**config.mk**
```make
export PLATFORM = sky130hd
export DESIGN_NAME = mvb_frame_scheduler
export DESIGN_NICKNAME = d
export VERILOG_FILES = /design/src/rtl/mvb_frame_scheduler.sv
export SDC_FILE = /design/constraint.sdc
export NUM_CORES = 1
export LEC_CHECK = 0
export ABC_AREA = 1
export BUFFER_PORTS_ARGS = -buffer_cell sky130_fd_sc_hd__buf_4
export CORE_MARGIN = 2
export CORE_UTILIZATION = 55
export CTS_BUF_LIST = sky130_fd_sc_hd__clkbuf_16
export DETAILED_ROUTE_END_ITERATION = 12
export PLACE_DENSITY = 0.75
export SYNTH_ARGS = -nofsm -noshare
export SYNTH_HDL_FRONTEND = slang
export SYNTH_SLANG_ARGS = --single-unit
```
**constraint.sdc**
```tcl
create_clock -name clk_24M -period 6.2 [get_ports clk_24M]
set_clock_uncertainty 0.2 [all_clocks]
set_input_delay 1.55 -clock clk_24M [delete_from_list [all_inputs] [get_ports clk_24M]]
set_output_delay 1.55 -clock clk_24M [all_outputs]
set_load 0.01 [all_outputs]
```
**src/rtl/mvb_frame_scheduler.sv**
```systemverilog
// mvb_frame_scheduler: arbitrates master/slave frame requests, loads the MVB encoder
// FIFO word by word on the 3 MHz word tick, fires send_frame and waits for frame_over.
// Optional statistics counters are built when MVB_SCHED_STATS_EN is defined.
//
// state     | meaning
// ----------+-------------------------------------------------------------
// ST_IDLE   | no frame in progress, waiting for an enabled request
// ST_LOAD   | presenting words to the encoder FIFO on word ticks
// ST_FIRE   | enc_send_frame held high for SEND_PULSE cycles
// ST_WAIT   | waiting for frame_over rising edge or timeout
// ST_GAP    | enforced idle gap before the next grant
module mvb_frame_scheduler #(
    parameter int SEND_PULSE     = 32,
    parameter int GAP_CYCLES     = 48,
    parameter int TIMEOUT_CYCLES = 16384
) (
    input  logic        clk_24M,
    input  logic        rst,
    input  logic        enable,
    input  logic        word_tick,
    input  logic        m_req,
    input  logic [15:0] m_data,
    output logic        m_ack,
    input  logic        s_req,
    input  logic [2:0]  s_size,
    output logic        s_rd_en,
    output logic [3:0]  s_rd_addr,
    input  logic [15:0] s_rd_data,
    output logic        s_ack,
    output logic [15:0] enc_data,
    output logic        enc_wr_en,
    output logic [6:0]  enc_frame_length,
    output logic        enc_M_frame,
    output logic        enc_S_frame,
    output logic        enc_send_frame,
    input  logic        enc_frame_over,
    output logic        busy,
    output logic        timeout_err,
    output logic        size_err
`ifdef MVB_SCHED_STATS_EN
    ,
    output logic [15:0] m_count,
    output logic [15:0] s_count,
    output logic [7:0]  err_count
`endif
);

    typedef enum logic [2:0] {
        ST_IDLE,
        ST_LOAD,
        ST_FIRE,
        ST_WAIT,
        ST_GAP
    } state_t;

    state_t      state;
    logic [15:0] cnt;
    logic        last_grant_m;
    logic        is_master;
    logic [4:0]  n_words;
    logic [4:0]  tick_idx;
    logic [15:0] m_word;
    logic [15:0] pref;
    logic        pref_ok;
    logic        rd_vld;
    logic        fo_q;

    logic        grant_m;
    logic        grant_s;
    logic [15:0] load_word;
    logic        word_ready;
    logic        fo_rise;

    // Round-robin arbitration; no grant while an ack is visible so the requester can drop
    always_comb begin
        grant_m = 1'b0;
        grant_s = 1'b0;
        if (enable && !m_ack && !s_ack) begin
            if (m_req && s_req) begin
                grant_m = !last_grant_m;
                grant_s = last_grant_m;
            end else begin
                grant_m = m_req;
                grant_s = s_req;
            end
        end
    end

    // Slave words bypass the prefetch register when they arrive in the tick cycle
    assign load_word  = is_master ? m_word : (rd_vld ? s_rd_data : pref);
    assign word_ready = is_master || pref_ok || rd_vld || (tick_idx == n_words);
    assign fo_rise    = enc_frame_over && !fo_q;

    // Frame sequencing FSM with registered encoder and requester outputs
    always_ff @(posedge clk_24M) begin
        if (!rst) begin
            state            <= ST_IDLE;
            cnt              <= '0;
            last_grant_m     <= 1'b0;
            is_master        <= 1'b0;
            n_words          <= '0;
            tick_idx         <= '0;
            m_word           <= '0;
            pref             <= '0;
            pref_ok          <= 1'b0;
            rd_vld           <= 1'b0;
            fo_q             <= 1'b0;
            m_ack            <= 1'b0;
            s_ack            <= 1'b0;
            s_rd_en          <= 1'b0;
            s_rd_addr        <= '0;
            enc_data         <= '0;
            enc_wr_en        <= 1'b0;
            enc_frame_length <= '0;
            enc_M_frame      <= 1'b0;
            enc_S_frame      <= 1'b0;
            enc_send_frame   <= 1'b0;
            busy             <= 1'b0;
            timeout_err      <= 1'b0;
            size_err         <= 1'b0;
`ifdef MVB_SCHED_STATS_EN
            m_count          <= '0;
            s_count          <= '0;
            err_count        <= '0;
`endif
        end else begin
            m_ack   <= 1'b0;
            s_ack   <= 1'b0;
            s_rd_en <= 1'b0;
            fo_q    <= enc_frame_over;
            rd_vld  <= s_rd_en;
            if (rd_vld) begin
                pref    <= s_rd_data;
                pref_ok <= 1'b1;
            end

            case (state)
                ST_IDLE: begin
                    if (grant_m) begin
                        state            <= ST_LOAD;
                        busy             <= 1'b1;
                        is_master        <= 1'b1;
                        last_grant_m     <= 1'b1;
                        m_word           <= m_data;
                        enc_M_frame      <= 1'b1;
                        enc_S_frame      <= 1'b0;
                        n_words          <= 5'd1;
                        enc_frame_length <= 7'd1;
                        tick_idx         <= '0;
                        pref_ok          <= 1'b0;
                    end else if (grant_s) begin
                        last_grant_m <= 1'b0;
                        if (s_size > 3'd4) begin
                            s_ack    <= 1'b1;
                            size_err <= 1'b1;
`ifdef MVB_SCHED_STATS_EN
                            if (err_count != '1) err_count <= err_count + 8'd1;
`endif
                        end else begin
                            state            <= ST_LOAD;
                            busy             <= 1'b1;
                            is_master        <= 1'b0;
                            enc_S_frame      <= 1'b1;
                            enc_M_frame      <= 1'b0;
                            n_words          <= 5'd1 << s_size;
                            enc_frame_length <= 7'd1 << s_size;
                            tick_idx         <= '0;
                            pref_ok          <= 1'b0;
                            s_rd_en          <= 1'b1;
                            s_rd_addr        <= '0;
                        end
                    end
                end

                ST_LOAD: begin
                    if (word_tick && word_ready) begin
                        if (tick_idx == n_words) begin
                            enc_wr_en      <= 1'b0;
                            enc_send_frame <= 1'b1;
                            cnt            <= 16'(SEND_PULSE - 1);
                            state          <= ST_FIRE;
                        end else begin
                            enc_data  <= load_word;
                            enc_wr_en <= 1'b1;
                            tick_idx  <= tick_idx + 5'd1;
                            pref_ok   <= 1'b0;
                            if (!is_master && ((tick_idx + 5'd1) < n_words)) begin
                                s_rd_en   <= 1'b1;
                                s_rd_addr <= tick_idx[3:0] + 4'd1;
                            end
                        end
                    end
                end

                ST_FIRE: begin
                    if (cnt == '0) begin
                        enc_send_frame <= 1'b0;
                        cnt            <= 16'(TIMEOUT_CYCLES - 1);
                        state          <= ST_WAIT;
                    end else begin
                        cnt <= cnt - 16'd1;
                    end
                end

                ST_WAIT: begin
                    // A frame_over edge coinciding with expiry wins over the timeout
                    if (fo_rise || cnt == '0) begin
                        if (is_master) m_ack <= 1'b1;
                        else           s_ack <= 1'b1;
                        cnt   <= 16'(GAP_CYCLES - 1);
                        state <= ST_GAP;
                        if (!fo_rise) begin
                            timeout_err <= 1'b1;
`ifdef MVB_SCHED_STATS_EN
                            if (err_count != '1) err_count <= err_count + 8'd1;
`endif
                        end
`ifdef MVB_SCHED_STATS_EN
                        else if (is_master) begin
                            if (m_count != '1) m_count <= m_count + 16'd1;
                        end else begin
                            if (s_count != '1) s_count <= s_count + 16'd1;
                        end
`endif
                    end else begin
                        cnt <= cnt - 16'd1;
                    end
                end

                ST_GAP: begin
                    if (cnt == '0) begin
                        busy             <= 1'b0;
                        enc_M_frame      <= 1'b0;
                        enc_S_frame      <= 1'b0;
                        enc_frame_length <= '0;
                        state            <= ST_IDLE;
                    end else begin
                        cnt <= cnt - 16'd1;
                    end
                end

                default: state <= ST_IDLE;
            endcase
        end
    end

endmodule
```
* Yosys cells after proc, flatten, opt, wreduce, memory -nomap -nowiden *
Cells that the tools add are included.

operators by class
  shift operators = 2
  $lt $le $gt $ge = 2
  reduce and logical (&&, ||, !) cells = 36
  add/sub/neg operators = 3
  equal/unequal tests = 19
  bitwise operators = 3
  muxes and demuxes = 80

operator list
  cell                                                                    number
  16-bit two-way mux                                                      7
  16-bit one-hot mux with 4 select lines                                  1
  5-bit two-way mux                                                       8
  1-bit two-way mux                                                       35
  7-bit two-way mux                                                       4
  3-bit two-way mux                                                       8
  4-bit two-way mux                                                       6
  2-bit != test (second input constant)                                   12
  16-bit zero test                                                        1
  4-bit AND reduction                                                     4
  16-bit by 1-bit subtractor with 16-bit output (second input constant)   1
  3-bit one-hot mux with 5 select lines                                   1
  1-bit one-hot mux with 2 select lines                                   7
  7-bit one-hot mux with 2 select lines                                   1
  7-bit AND reduction                                                     2
  3-bit AND reduction                                                     4
  5-bit one-hot mux with 2 select lines                                   1
  4-bit one-hot mux with 2 select lines                                   1
  2-bit nonzero test                                                      4
  1-bit by 3-bit << shifter with 7-bit output (first input constant)      1
  3-bit by 2-bit equality test with 1-bit output (second input constant)  2
  1-bit logical AND                                                       6
  3-bit != test (second input constant)                                   2
  2-bit AND reduction                                                     3
  14 further kinds                                                        23

word-level totals
  register bits = 103
  logic and storage cells = 169
  bits of input ports = 42

* Depth between registers and ports, before layout *
Gate-level depths: netlist (run 1).

  word-level depth = 7
  mapped depth = 15
  depth with buffers taken out = 15

* Worst setup path before layout (run 1) *
OpenSTA, ideal clock, no wires.

  path kind = in2reg
  start point = input m_req
  end point = register state[1]
  arrival = 2.516 ns
  data required time = 5.883 ns
  setup time = 0.117 ns
  slack = 3.368 ns
  stages = 9
  cells stage by stage = inv_1 > nor2_1 > nor3_1 > nand2_1 > nand3_1 > buf_2 > nand3_1 > o21ai_0 > nor2_1

on the way
  word-level cells in the longest chain between the ends = 5
  elaborated cells on any way between the ends = 10
  those cells by class = eq/ne (2); mux (6); reduce/logical (2)

ends and longest elaborated chain
  element                                                                                        RTL line  RTL
  start: declaration                                                                             21        input logic m_req,
  1-bit logical AND                                                                              79        if (m_req && s_req) begin
  1-bit two-way mux                                                                              79
  1-bit two-way mux                                                                              78        if (enable && !m_ack && !s_ack) begin
  3-bit != test (no line) / 3-bit two-way mux (equally long branches)                            n/a
  7-bit AND reduction (no line) / 3-bit one-hot mux with 5 select lines (equally long branches)  n/a
  end signal: assignment                                                                         97        state <= ST_IDLE;
  end signal: assignment                                                                         140       state <= ST_LOAD;
  end signal: assignment                                                                         160       state <= ST_LOAD;
  end: declaration                                                                               56        state_t state;

Several ways; a longest one is shown, not always the timed one.
A chain may end at the register's enable or synchronous reset.

* Worst setup path in the final report (run 1) *
  start point = input enable
  end point = register m_word[12]

on the way
  word-level cells in the longest chain between the ends = 4

ends and longest elaborated chain
  element                         RTL line  RTL
  start: declaration              19        input logic enable,
  1-bit logical AND (2 in a row)  78
  1-bit two-way mux               78
  2-bit AND reduction (no line)   n/a
  end signal: assignment          144       m_word <= m_data;
  end: declaration                62        logic [15:0] m_word;

No other way between the ends.

==> out/results.tsv, run 1 <==
stage	metric	value	unit
worst_setup_path	crit path max fanout	20	
power	clock network fraction of total power	0.232	
timing	Final Max Tran Viols	0	
timing	Final period util	0.575	
worst_setup_path	CP most frequent cell	nor2_1	
drt	vias per cell	5.28	
final_layout	nets	804	
worst_setup_path	worst path required time	6.23	ns
logic_synthesis	main combinational cell family by area after synthesis	simple AND/OR/NAND/NOR gates	
placed_design	RD Place Congestion	0.948	
timing	PnR worst setup slack	2.64	ns
drt	DRT iter0 DRCs	173	
worst_setup_path	CP max stage cell	nor2_1	
clocking	root buffer cell	clkbuf_16	
timing	RSZ-0062 raised after global routing	false	
clocking	Clock Tree Buf Depth	2	
clocking	CTS tree	built	
floorplan	Initial Util	0.562	
hold_path	WHS Endpoint	enc_frame_length[5]	
power	Sw Ratio	0.424	
drt	Routed Antenna Nets	0	
logic_synthesis	post-synthesis sequential area ratio	0.423	
logic_synthesis	Mapped Nets	740	
grt	first-pass GRT wire length	20200	µm
hold_path	Cells on Worst Hold Path	2	
logic_synthesis	Synth Area in Adders	0.0205	
floorplan	Die Area	9640	µm²
timing	Setup TNS Final	0	ns
timing	Slew @ Worst Pin	1.18	ns
drt	Pre-antenna DRT Iters	5	
power	Flop pwr share	0.342	
hold_path	worst min path class	register to register	
drt	DR vias	4576	
grt	vias in the first global route	4431	
hold_path	Hold Crit Start	enc_frame_length[5]	
worst_setup_path	CP cell instances	buf_4, nand3b_1, inv_1, and2_1, inv_1, nor2_1, inv_2, nor2_1, nor2_1	
final_layout	most common cell after layout, fill and taps aside	nand2_1	
floorplan	die width	98.2	µm
final_layout	n_diodes	0	
clocking	cts hold-fix bufs	0	
grt	antenna violations before repair	0	
floorplan	CORE AREA	8680	µm²
logic_synthesis	Syn Inst Count	690	
worst_setup_path	R2R cell count	8	
outcome	run status	completed	
clocking	clk sink count	103	
flow_run	max cap viols	0	
worst_setup_path	origin of the critical flop-to-flop path	m_ack	
worst_setup_path	Worst Path Buf+Inv	4	
final_layout	Fillers	780	
worst_setup_path	crit path capture type	register	
power	power per cell area	433	nW/µm²
power	Gate power share	0.425	
drt	WL/cell	14.1	µm
worst_setup_path	startpoint class of the critical path	input pin	
logic_synthesis	EDFF count, synth	0	
clocking	Skew-Pair Late Insertion Delay	0.35	ns
timing	minimum clock period	3.56	ns
grt	All-Layer GR Usage	0.254	
floorplan	FP Rows	34	
power	Tot Pwr	2.50	mW
logic_synthesis	Compound-Gate Fraction of Synth Area	0.107	
placed_design	Post-DP HPWL	8360	µm
grt	Overflow after GRT	0	
floorplan	Die Y	98.2	µm
placed_design	pre-CTS setup slack	2.38	ns
worst_setup_path	Slowest Stage Delay on Critical Path	0.88	ns
timing	fmax	0.281	GHz
logic_synthesis	Ys Warns	0	
logic_synthesis	ys async rst share	0	
logic_synthesis	synthesized area	4880	µm²
logic_synthesis	syn avg cell area	7.07	µm²
logic_synthesis	mux share of post-synthesis cell area	0.0328	
drt	# DRC	0	
placed_design	I/O Buffers	78	
timing	setup violators final	0	
clocking	Worst-path clk slew	0.08	ns
clocking	number of setup buffers added after CTS	0	
worst_setup_path	R2R Setup Slk	3.53	ns
logic_synthesis	number of library cell types mapped by synthesis	36	
clocking	TritonCTS Buffers	9	
timing	Hold Vio Cnt, Final	0	
logic_synthesis	#FFs+latches synth	103	
power	P_int	1.44	mW
worst_setup_path	WP data arrival	3.59	ns
power	NetSw	1.06	mW
drt	Total Wirelength	12200	µm
clocking	number of gates resized after cts	0	
power	worst vdd ir	0.219	mV
worst_setup_path	Worst R2R End	m_word[12]	
final_layout	Area Growth Syn to Fin	18.3	%
clocking	CTS H-tree lvls	3	
final_layout	layout cells sized above 1	0.157	
logic_synthesis	Primary FF master, synth	dfxtp_1	
worst_setup_path	CP Class	input pin to register	
logic_synthesis	Post-Synth XOR/XNOR Area	0.0179	
worst_setup_path	CP delay by family, top	simple AND/OR/NAND/NOR gates	
logic_synthesis	Synth Area in Simple Gates	0.314	
final_layout	most frequent cells in the layout	144 x nand2_1, 122 x nor2_1, 103 x dfxtp_1, 79 x buf_4, 66 x inv_1	
timing	worst relative slew slack	0.213	
floorplan	IO Pins	79	
grt	largest net degree at the start of global routing	68	
power	leakage	2.66	nW
==> power groups by stage <==
stage	logic (mW)	clock network [mW]	registers (mW)
global placement	1.01	0	0.865
floorplan	0.843	0	0.841
detailed placement	1.05	0	0.866
CTS	1.06	0.587	0.854
finish	1.06	0.581	0.856
global route	1.21	0.610	0.869
==> final cells by class <==
class / count / area (µm²) / area share
clock inverters: 7 / 81.3 / 0.0141
multi-input cells: 488 / 2400 / 0.416
flip-flops and latches: 103 / 2060 / 0.357
inverters: 73 / 274 / 0.0475
clock buffers: 9 / 225 / 0.0390
repair buffers: 79 / 593 / 0.103
well taps: 108 / 135 / 0.0234
==> Yosys cell counts, types with 4 or more instances <==
| cell type | instances | area, µm² |
|---|---|---|
| a21oi_1 | 52 | 260 |
| buf_2 | 4 | 20.0 |
| buf_6 | 4 | 45.0 |
| clkbuf_1 | 14 | 52.6 |
| dfxtp_1 | 103 | 2060 |
| ha_1 | 8 | 100 |
| inv_1 | 66 | 248 |
| inv_2 | 7 | 26.3 |
| mux2i_1 | 16 | 160 |
| nand2_1 | 144 | 541 |
| nand2_4 | 4 | 45.0 |
| nand3_1 | 50 | 250 |
| nand4_1 | 10 | 62.6 |
| nor2_1 | 122 | 458 |
| nor3_1 | 4 | 20.0 |
| o21ai_0 | 41 | 205 |
| xnor2_1 | 4 | 35.0 |
| xor2_1 | 6 | 52.6 |
==> metal layers <==
layer	GRT usage	part of all wire
met5	0	0
met4	0.0622	0.0098
met3	0.0630	0.064
met2	0.433	0.50
met1	0.325	0.43
==> worst max-delay path by stage <==
stage,to,startpoint,cells past startpoint
2_1_floorplan,state[1],m_req,9
3_3_place_gp,m_word[12],s_req,8
3_5_place_dp,m_word[13],s_req,8
4_1_cts,m_word[12],s_req,8
5_1_grt,m_word[4],enable,9
6_report,m_word[12],enable,9
==> state kept, by name, summed over array words and instances, names as in the netlist, 3 cells and up <==
name              flops
enc_frame_length      7
pref                 16
s_rd_addr             4
tick_idx              5
enc_data             16
state                 3
m_word               16
cnt                  16
n_words               5
==> worst register-to-register path: stages, from the launching register on <==
cell and delay, ns:
dfxtp_1 0.31, nand3b_1 0.24, inv_1 0.08, and2_1 0.15
inv_1 0.06, nor2_1 0.88, inv_2 0.37, nor2_1 0.19
nor2_1 0.07
==> stage by stage <==
| stage | utilization | std cells | area, µm² | hold slack (ns) |
|---|---|---|---|---|
| floorplan | - | 690 | 4880 | 0.241 |
| global route | 0.665 | 867 | 5770 | 0.271 |
| detailed placement | 0.630 | 851 | 5470 | 0.229 |
| global placement | 0.630 | 851 | 5470 | 0.230 |
| CTS | 0.665 | 867 | 5770 | 0.242 |
| finish | 0.665 | 867 | 5770 | 0.239 |
==> logic make-up (layout without fill, tap and decap cells) <==
group	Yosys count	count (layout)
and+or+nand+nor	353	353
DFF	103	103
AOI/OAI and AO/OA	101	101
buffers and inverters	99	168
muxes	16	16
xor gates and xnor gates	10	10
adders and majority gates	8	8
Power figures use the tool's default switching activity.
==> run 2, diff against run 1 <==
==> constraint.sdc (replaced) <==
create_clock -name clk_24M -period 3.55 [get_ports clk_24M]
set_clock_uncertainty 0.2 [all_clocks]
set_input_delay 0.8875 -clock clk_24M [delete_from_list [all_inputs] [get_ports clk_24M]]
set_output_delay 0.8875 -clock clk_24M [all_outputs]
set_load 0.01 [all_outputs]
==> out/results.tsv, run 2 (same netlist as run 1, synthesis figures left out) <==
stage	metric	value	unit
drt	Routed Antenna Nets	0	
grt	All-Layer GR Usage	0.247	
drt	DRT iter0 DRCs	254	
worst_setup_path	R2R Setup Slk	1.04	ns
clocking	clk sink count	103	
grt	first-pass GRT wire length	19700	µm
timing	Hold Vio Cnt, Final	0	
flow_run	max cap viols	0	
timing	worst relative slew slack	0.465	
grt	antenna violations before repair	0	
clocking	number of setup buffers added after CTS	0	
worst_setup_path	startpoint class of the critical path	register	
floorplan	FP Rows	34	
final_layout	most common cell after layout, fill and taps aside	nand2_1	
clocking	CTS H-tree lvls	3	
final_layout	layout cells sized above 1	0.160	
power	leakage	2.68	nW
floorplan	Die Y	98.2	µm
timing	setup violators final	0	
worst_setup_path	CP max stage cell	dfxtp_1	
timing	minimum clock period	2.51	ns
hold_path	Hold Crit Start	enc_frame_length[5]	
worst_setup_path	Slowest Stage Delay on Critical Path	0.45	ns
floorplan	IO Pins	79	
final_layout	Area Growth Syn to Fin	18.6	%
placed_design	Post-DP HPWL	8410	µm
timing	Setup TNS Final	0	ns
placed_design	I/O Buffers	78	
clocking	cts hold-fix bufs	0	
final_layout	nets	807	
hold_path	WHS Endpoint	enc_frame_length[5]	
drt	# DRC	0	
drt	vias per cell	5.33	
power	power per cell area	751	nW/µm²
worst_setup_path	origin of the critical flop-to-flop path	tick_idx[0]	
grt	Overflow after GRT	0	
final_layout	Layout Cells excl Fill	869	
placed_design	RD Place Congestion	0.882	
power	Tot Pwr	4.35	mW
floorplan	Die Area	9640	µm²
grt	vias in the first global route	4352	
worst_setup_path	crit path capture type	register	
timing	RSZ-0062 raised after global routing	false	
worst_setup_path	worst path required time	3.59	ns
timing	fmax	0.399	GHz
worst_setup_path	CP delay by family, top	simple AND/OR/NAND/NOR gates	
clocking	TritonCTS Buffers	9	
clocking	CTS tree	built	
outcome	run status	completed	
timing	Final Max Tran Viols	0	
placed_design	Post-DP Area	5490	µm²
final_layout	n_diodes	0	
clocking	root buffer cell	clkbuf_16	
placed_design	placed insts	854	
worst_setup_path	CP Class	register to register	
power	worst vdd ir	0.353	mV
clocking	Skew-Pair Late Insertion Delay	0.35	ns
hold_path	worst min path class	register to register	
hold_path	Cells on Worst Hold Path	2	
worst_setup_path	CP cell instances	ha_1, nand3_1, xor2_1, ha_1, nand2_1, nor2_1, a21oi_1, nand2_1, inv_1, nor2_1, nor2_1, nand3_1, nor2_1, nor2_1	
floorplan	Initial Util	0.562	
worst_setup_path	Worst Path Buf+Inv	1	
timing	Final period util	0.706	
final_layout	most frequent cells in the layout	144 x nand2_1, 122 x nor2_1, 103 x dfxtp_1, 82 x buf_4, 65 x inv_1	
clocking	Clock Tree Buf Depth	2	
worst_setup_path	WP data arrival	2.54	ns
clocking	Worst-path clk slew	0.07	ns
drt	DR vias	4628	
grt	largest net degree at the start of global routing	48	
worst_setup_path	Worst R2R End	s_rd_addr[0]	
final_layout	final instance area	5790	µm²
floorplan	die width	98.2	µm
floorplan	CORE AREA	8680	µm²
worst_setup_path	crit path max fanout	6	
drt	Pre-antenna DRT Iters	5	
worst_setup_path	R2R cell count	14	
drt	WL/cell	13.7	µm
worst_setup_path	CP most frequent cell	nor2_1	
timing	Slew @ Worst Pin	0.801	ns
clocking	number of gates resized after cts	0	
drt	Total Wirelength	11900	µm
-- run 2: worst max-delay path by stage --
stage,from,to,depth (start not counted)
finish,tick_idx[0],s_rd_addr[0],14
global route,tick_idx[0],s_rd_addr[3],14
CTS,tick_idx[0],s_rd_addr[0],14
detailed placement,m_req,enc_S_frame,9
global placement,rst,pref[2],4
floorplan,m_req,state[1],9
-- run 2: worst min-delay path: stages, from the launching register on --
cell	delay, ns
dfxtp_1	0.31
nand2_1	0.06
nor2_1	0.03
-- run 2: layer usage --
metal,up-vias,share of wire,track usage
met5,-,0,0
met4,0,0.015,0.0790
met3,20,0.063,0.0666
met2,151,0.48,0.420
met1,2108,0.44,0.304
li1,2349,-,-
-- run 2: report_power, final --
group          total, mW  switching [mW]  internal, mW
clock               1.00           0.447         0.554
sequential          1.47           0.135          1.33
combinational       1.88            1.25         0.630
total               4.35            1.83          2.52
-- run 2: metrics by stage --
| step | util | worst slack [ns] | hold slack [ns] |
|---|---|---|---|
| after floorplan | - | 1.38 | 0.241 |
| after global placement | 0.633 | 1.03 | 0.236 |
| after detailed placement | 0.633 | 0.918 | 0.235 |
| after CTS | 0.667 | 1.05 | 0.248 |
| after global routing | 0.667 | 0.811 | 0.275 |
| final | 0.667 | 1.04 | 0.243 |
-- run 2: area by class of cell --
type / instances / area, µm²
flip-flops and latches: 103 / 2060
inverters: 73 / 274
multi-input cells: 488 / 2400
repair buffers: 82 / 616
fillers: 774 / 2890
clock buffers: 9 / 225
clock inverters: 6 / 73.8
well taps: 108 / 135
==> run 3, diff against run 2 <==
--- a/config.mk
+++ b/config.mk
@@ -8,10 +8,10 @@
 export ABC_AREA = 1
 export BUFFER_PORTS_ARGS = -buffer_cell sky130_fd_sc_hd__buf_4
 export CORE_MARGIN = 2
-export CORE_UTILIZATION = 55
+export CORE_UTILIZATION = 51
 export CTS_BUF_LIST = sky130_fd_sc_hd__clkbuf_16
 export DETAILED_ROUTE_END_ITERATION = 12
-export PLACE_DENSITY = 0.75
+export PLACE_DENSITY = 0.73
 export SYNTH_ARGS = -nofsm -noshare
 export SYNTH_HDL_FRONTEND = slang
 export SYNTH_SLANG_ARGS = --single-unit
==> constraint.sdc (replaced) <==
create_clock -name clk_24M -period 2.3 [get_ports clk_24M]
set_clock_uncertainty 0.2 [all_clocks]
set_input_delay 0.575 -clock clk_24M [delete_from_list [all_inputs] [get_ports clk_24M]]
set_output_delay 0.575 -clock clk_24M [all_outputs]
set_load 0.01 [all_outputs]
==> out/results.tsv, run 3 (same netlist as run 1, synthesis figures left out) <==
stage	metric	value	unit
outcome	run status	completed	
worst_setup_path	Worst R2R End	s_rd_en	
timing	worst relative slew slack	0.719	
clocking	CTS tree	built	
power	Sw Ratio	0.423	
floorplan	CORE AREA	9240	µm²
worst_setup_path	CP max stage cell	dfxtp_2	
clocking	root buffer cell	clkbuf_16	
clocking	Skew-Pair Late Insertion Delay	0.34	ns
floorplan	Die Y	102	µm
worst_setup_path	CP cell instances	ha_4, nand3_2, xor2_2, ha_1, nand2_2, nor2_2, a21oi_1, nand2_1, inv_1, nor2_1, nor2_1, nand3_2, buf_6, nor2_2	
timing	Setup TNS Final	0	ns
final_layout	nets	820	
grt	All-Layer GR Usage	0.235	
final_layout	most frequent cells in the layout	142 x nand2_1, 118 x nor2_1, 101 x dfxtp_1, 93 x buf_4, 66 x inv_1	
worst_setup_path	Worst Setup SP	tick_idx[0]	
grt	first-pass GRT wire length	19400	µm
worst_setup_path	CP Class	register to register	
grt	vias in the first global route	4139	
worst_setup_path	WP data arrival	2.36	ns
floorplan	die width	102	µm
drt	Routed Antenna Nets	0	
floorplan	FP Rows	35	
grt	largest net degree at the start of global routing	48	
final_layout	most common cell after layout, fill and taps aside	nand2_1	
timing	setup violators final	0	
power	leakage	2.74	nW
final_layout	Fillers	819	
timing	fmax	0.439	GHz
drt	WL/cell	13.3	µm
timing	minimum clock period	2.28	ns
power	Flop pwr share	0.329	
final_layout	multi-input logic area	2450	µm²
worst_setup_path	crit path capture type	register	
final_layout	final core occ	0.646	
timing	Final period util	0.990	
timing	Hold Vio Cnt, Final	0	
placed_design	RD Place Congestion	0.906	
power	Tot Pwr	6.90	mW
worst_setup_path	CP delay by family, top	simple AND/OR/NAND/NOR gates	
worst_setup_path	R2R Setup Slk	0.02	ns
drt	# DRC	0	
floorplan	Initial Util	0.528	
timing	Slew @ Worst Pin	0.420	ns
final_layout	Area Growth Syn to Fin	22.4	%
final_layout	n_diodes	0	
drt	DRT iter0 DRCs	243	
worst_setup_path	CP endpoint	s_rd_en	
drt	vias per cell	5.06	
grt	Overflow after GRT	0	
worst_setup_path	Worst Path Buf+Inv	2	
timing	RSZ-0062 raised after global routing	true	
clocking	Clock Tree Buf Depth	2	
placed_design	Post-DP HPWL	8400	µm
drt	DR vias	4576	
final_layout	layout cells sized above 1	0.190	
worst_setup_path	startpoint class of the critical path	register	
flow_run	max cap viols	0	
power	Gate power share	0.455	
power	NetSw	2.92	mW
worst_setup_path	R2R cell count	14	
grt	antenna violations before repair	0	
floorplan	Die Area	10400	µm²
clocking	Worst-path clk slew	0.07	ns
placed_design	Post-DP Area	5600	µm²
worst_setup_path	worst path required time	2.39	ns
drt	Pre-antenna DRT Iters	7	
final_layout	final instance area	5970	µm²
drt	Total Wirelength	12000	µm
power	clock network fraction of total power	0.216	
worst_setup_path	origin of the critical flop-to-flop path	tick_idx[0]	
worst_setup_path	Slowest Stage Delay on Critical Path	0.36	ns
timing	PnR worst setup slack	0.0225	ns
hold_path	worst min path class	input pin to register	
power	worst vdd ir	0.587	mV
clocking	CTS H-tree lvls	3	
power	power per cell area	1160	nW/µm²
power	P_int	3.99	mW
placed_design	I/O Buffers	78	
worst_setup_path	crit path max fanout	5	
final_layout	register area	2060	µm²
timing	Final Max Tran Viols	0	
clocking	clk sink count	103	
worst_setup_path	Crit. path cell count	14	
clocking	TritonCTS Buffers	9	
placed_design	pre-CTS setup slack	-0.0260	ns
floorplan	IO Pins	79	
==> run 3: changes by cell type in the layout (fill, tap and decap cells not counted), moves of 3 or more <==
cell | previous run | this run
nor2_2 | 3 | 7
buf_4 | 82 | 93
nor2_1 | 122 | 118
inv_6 | 4 | 1
==> run 3: power by group through the flow <==
stage	clock [mW]	sequential [mW]	combinational, mW
final	1.49	2.27	3.15
after global routing	1.59	2.30	3.54
after CTS	1.51	2.26	3.05
after detailed placement	0	2.29	2.97
after global placement	0	2.28	2.93
after floorplan	0	2.27	2.27
==> run 3: layout make-up <==
| type | instances | share of cell area |
|---|---|---|
| Clock buffer | 9 | 0.0377 |
| Multi-Input combinational cell | 488 | 0.410 |
| Timing Repair Buffer | 95 | 0.122 |
| Inverter | 73 | 0.0463 |
| Tap cell | 129 | 0.0270 |
| Clock inverter | 7 | 0.0113 |
| Sequential cell | 103 | 0.346 |
==> run 3: how the worst min path moves through the flow <==
| stage | from | end | slack [ns] | cells past startpoint |
|---|---|---|---|---|
| 6_report | enc_frame_over | fo_q | 0.22 | 3 |
| 2_1_floorplan | n_words[1] | n_words[1] | 0.24 | 2 |
| 4_1_cts | enc_frame_over | fo_q | 0.22 | 3 |
| 3_5_place_dp | enc_frame_length[5] | enc_frame_length[5] | 0.24 | 2 |
| 5_1_grt | enc_frame_over | fo_q | 0.24 | 3 |
| 3_3_place_gp | enc_frame_length[6] | enc_frame_length[6] | 0.23 | 2 |
==> run 3: layer usage <==
layer	up-vias	wire (µm)	GRT usage
li1	2364	-	-
met4	0	114	0.0656
met5	-	0	0
met1	2077	5360	0.308
met2	122	5800	0.394
met3	13	717	0.0492
==> run 3: metrics by stage <==
step / hold WS, ns / std cells
finish: 0.222 / 904
global placement: 0.231 / 885
detailed placement: 0.237 / 885
CTS: 0.219 / 903
floorplan: 0.241 / 690
global route: 0.243 / 904
==> run 3: timing repair <==
| action | in CTS | in global routing |
|---|---|---|
| resized for setup | 5 | 10 |
| setup buffers | 2 | 1 |
| endpoints found under the setup margin | 4 | 8 |
| hold buffers | 0 | 0 |
| hold endpoints to repair | 0 | 0 |
| pin swaps | 5 | 11 |
==> run 3: worst min-delay path: cells and delay by family <==
| kind | cells | cell delay (ns) |
|---|---|---|
| buf+inv | 2 | 0.12 |
| simple gates | 1 | 0.04 |
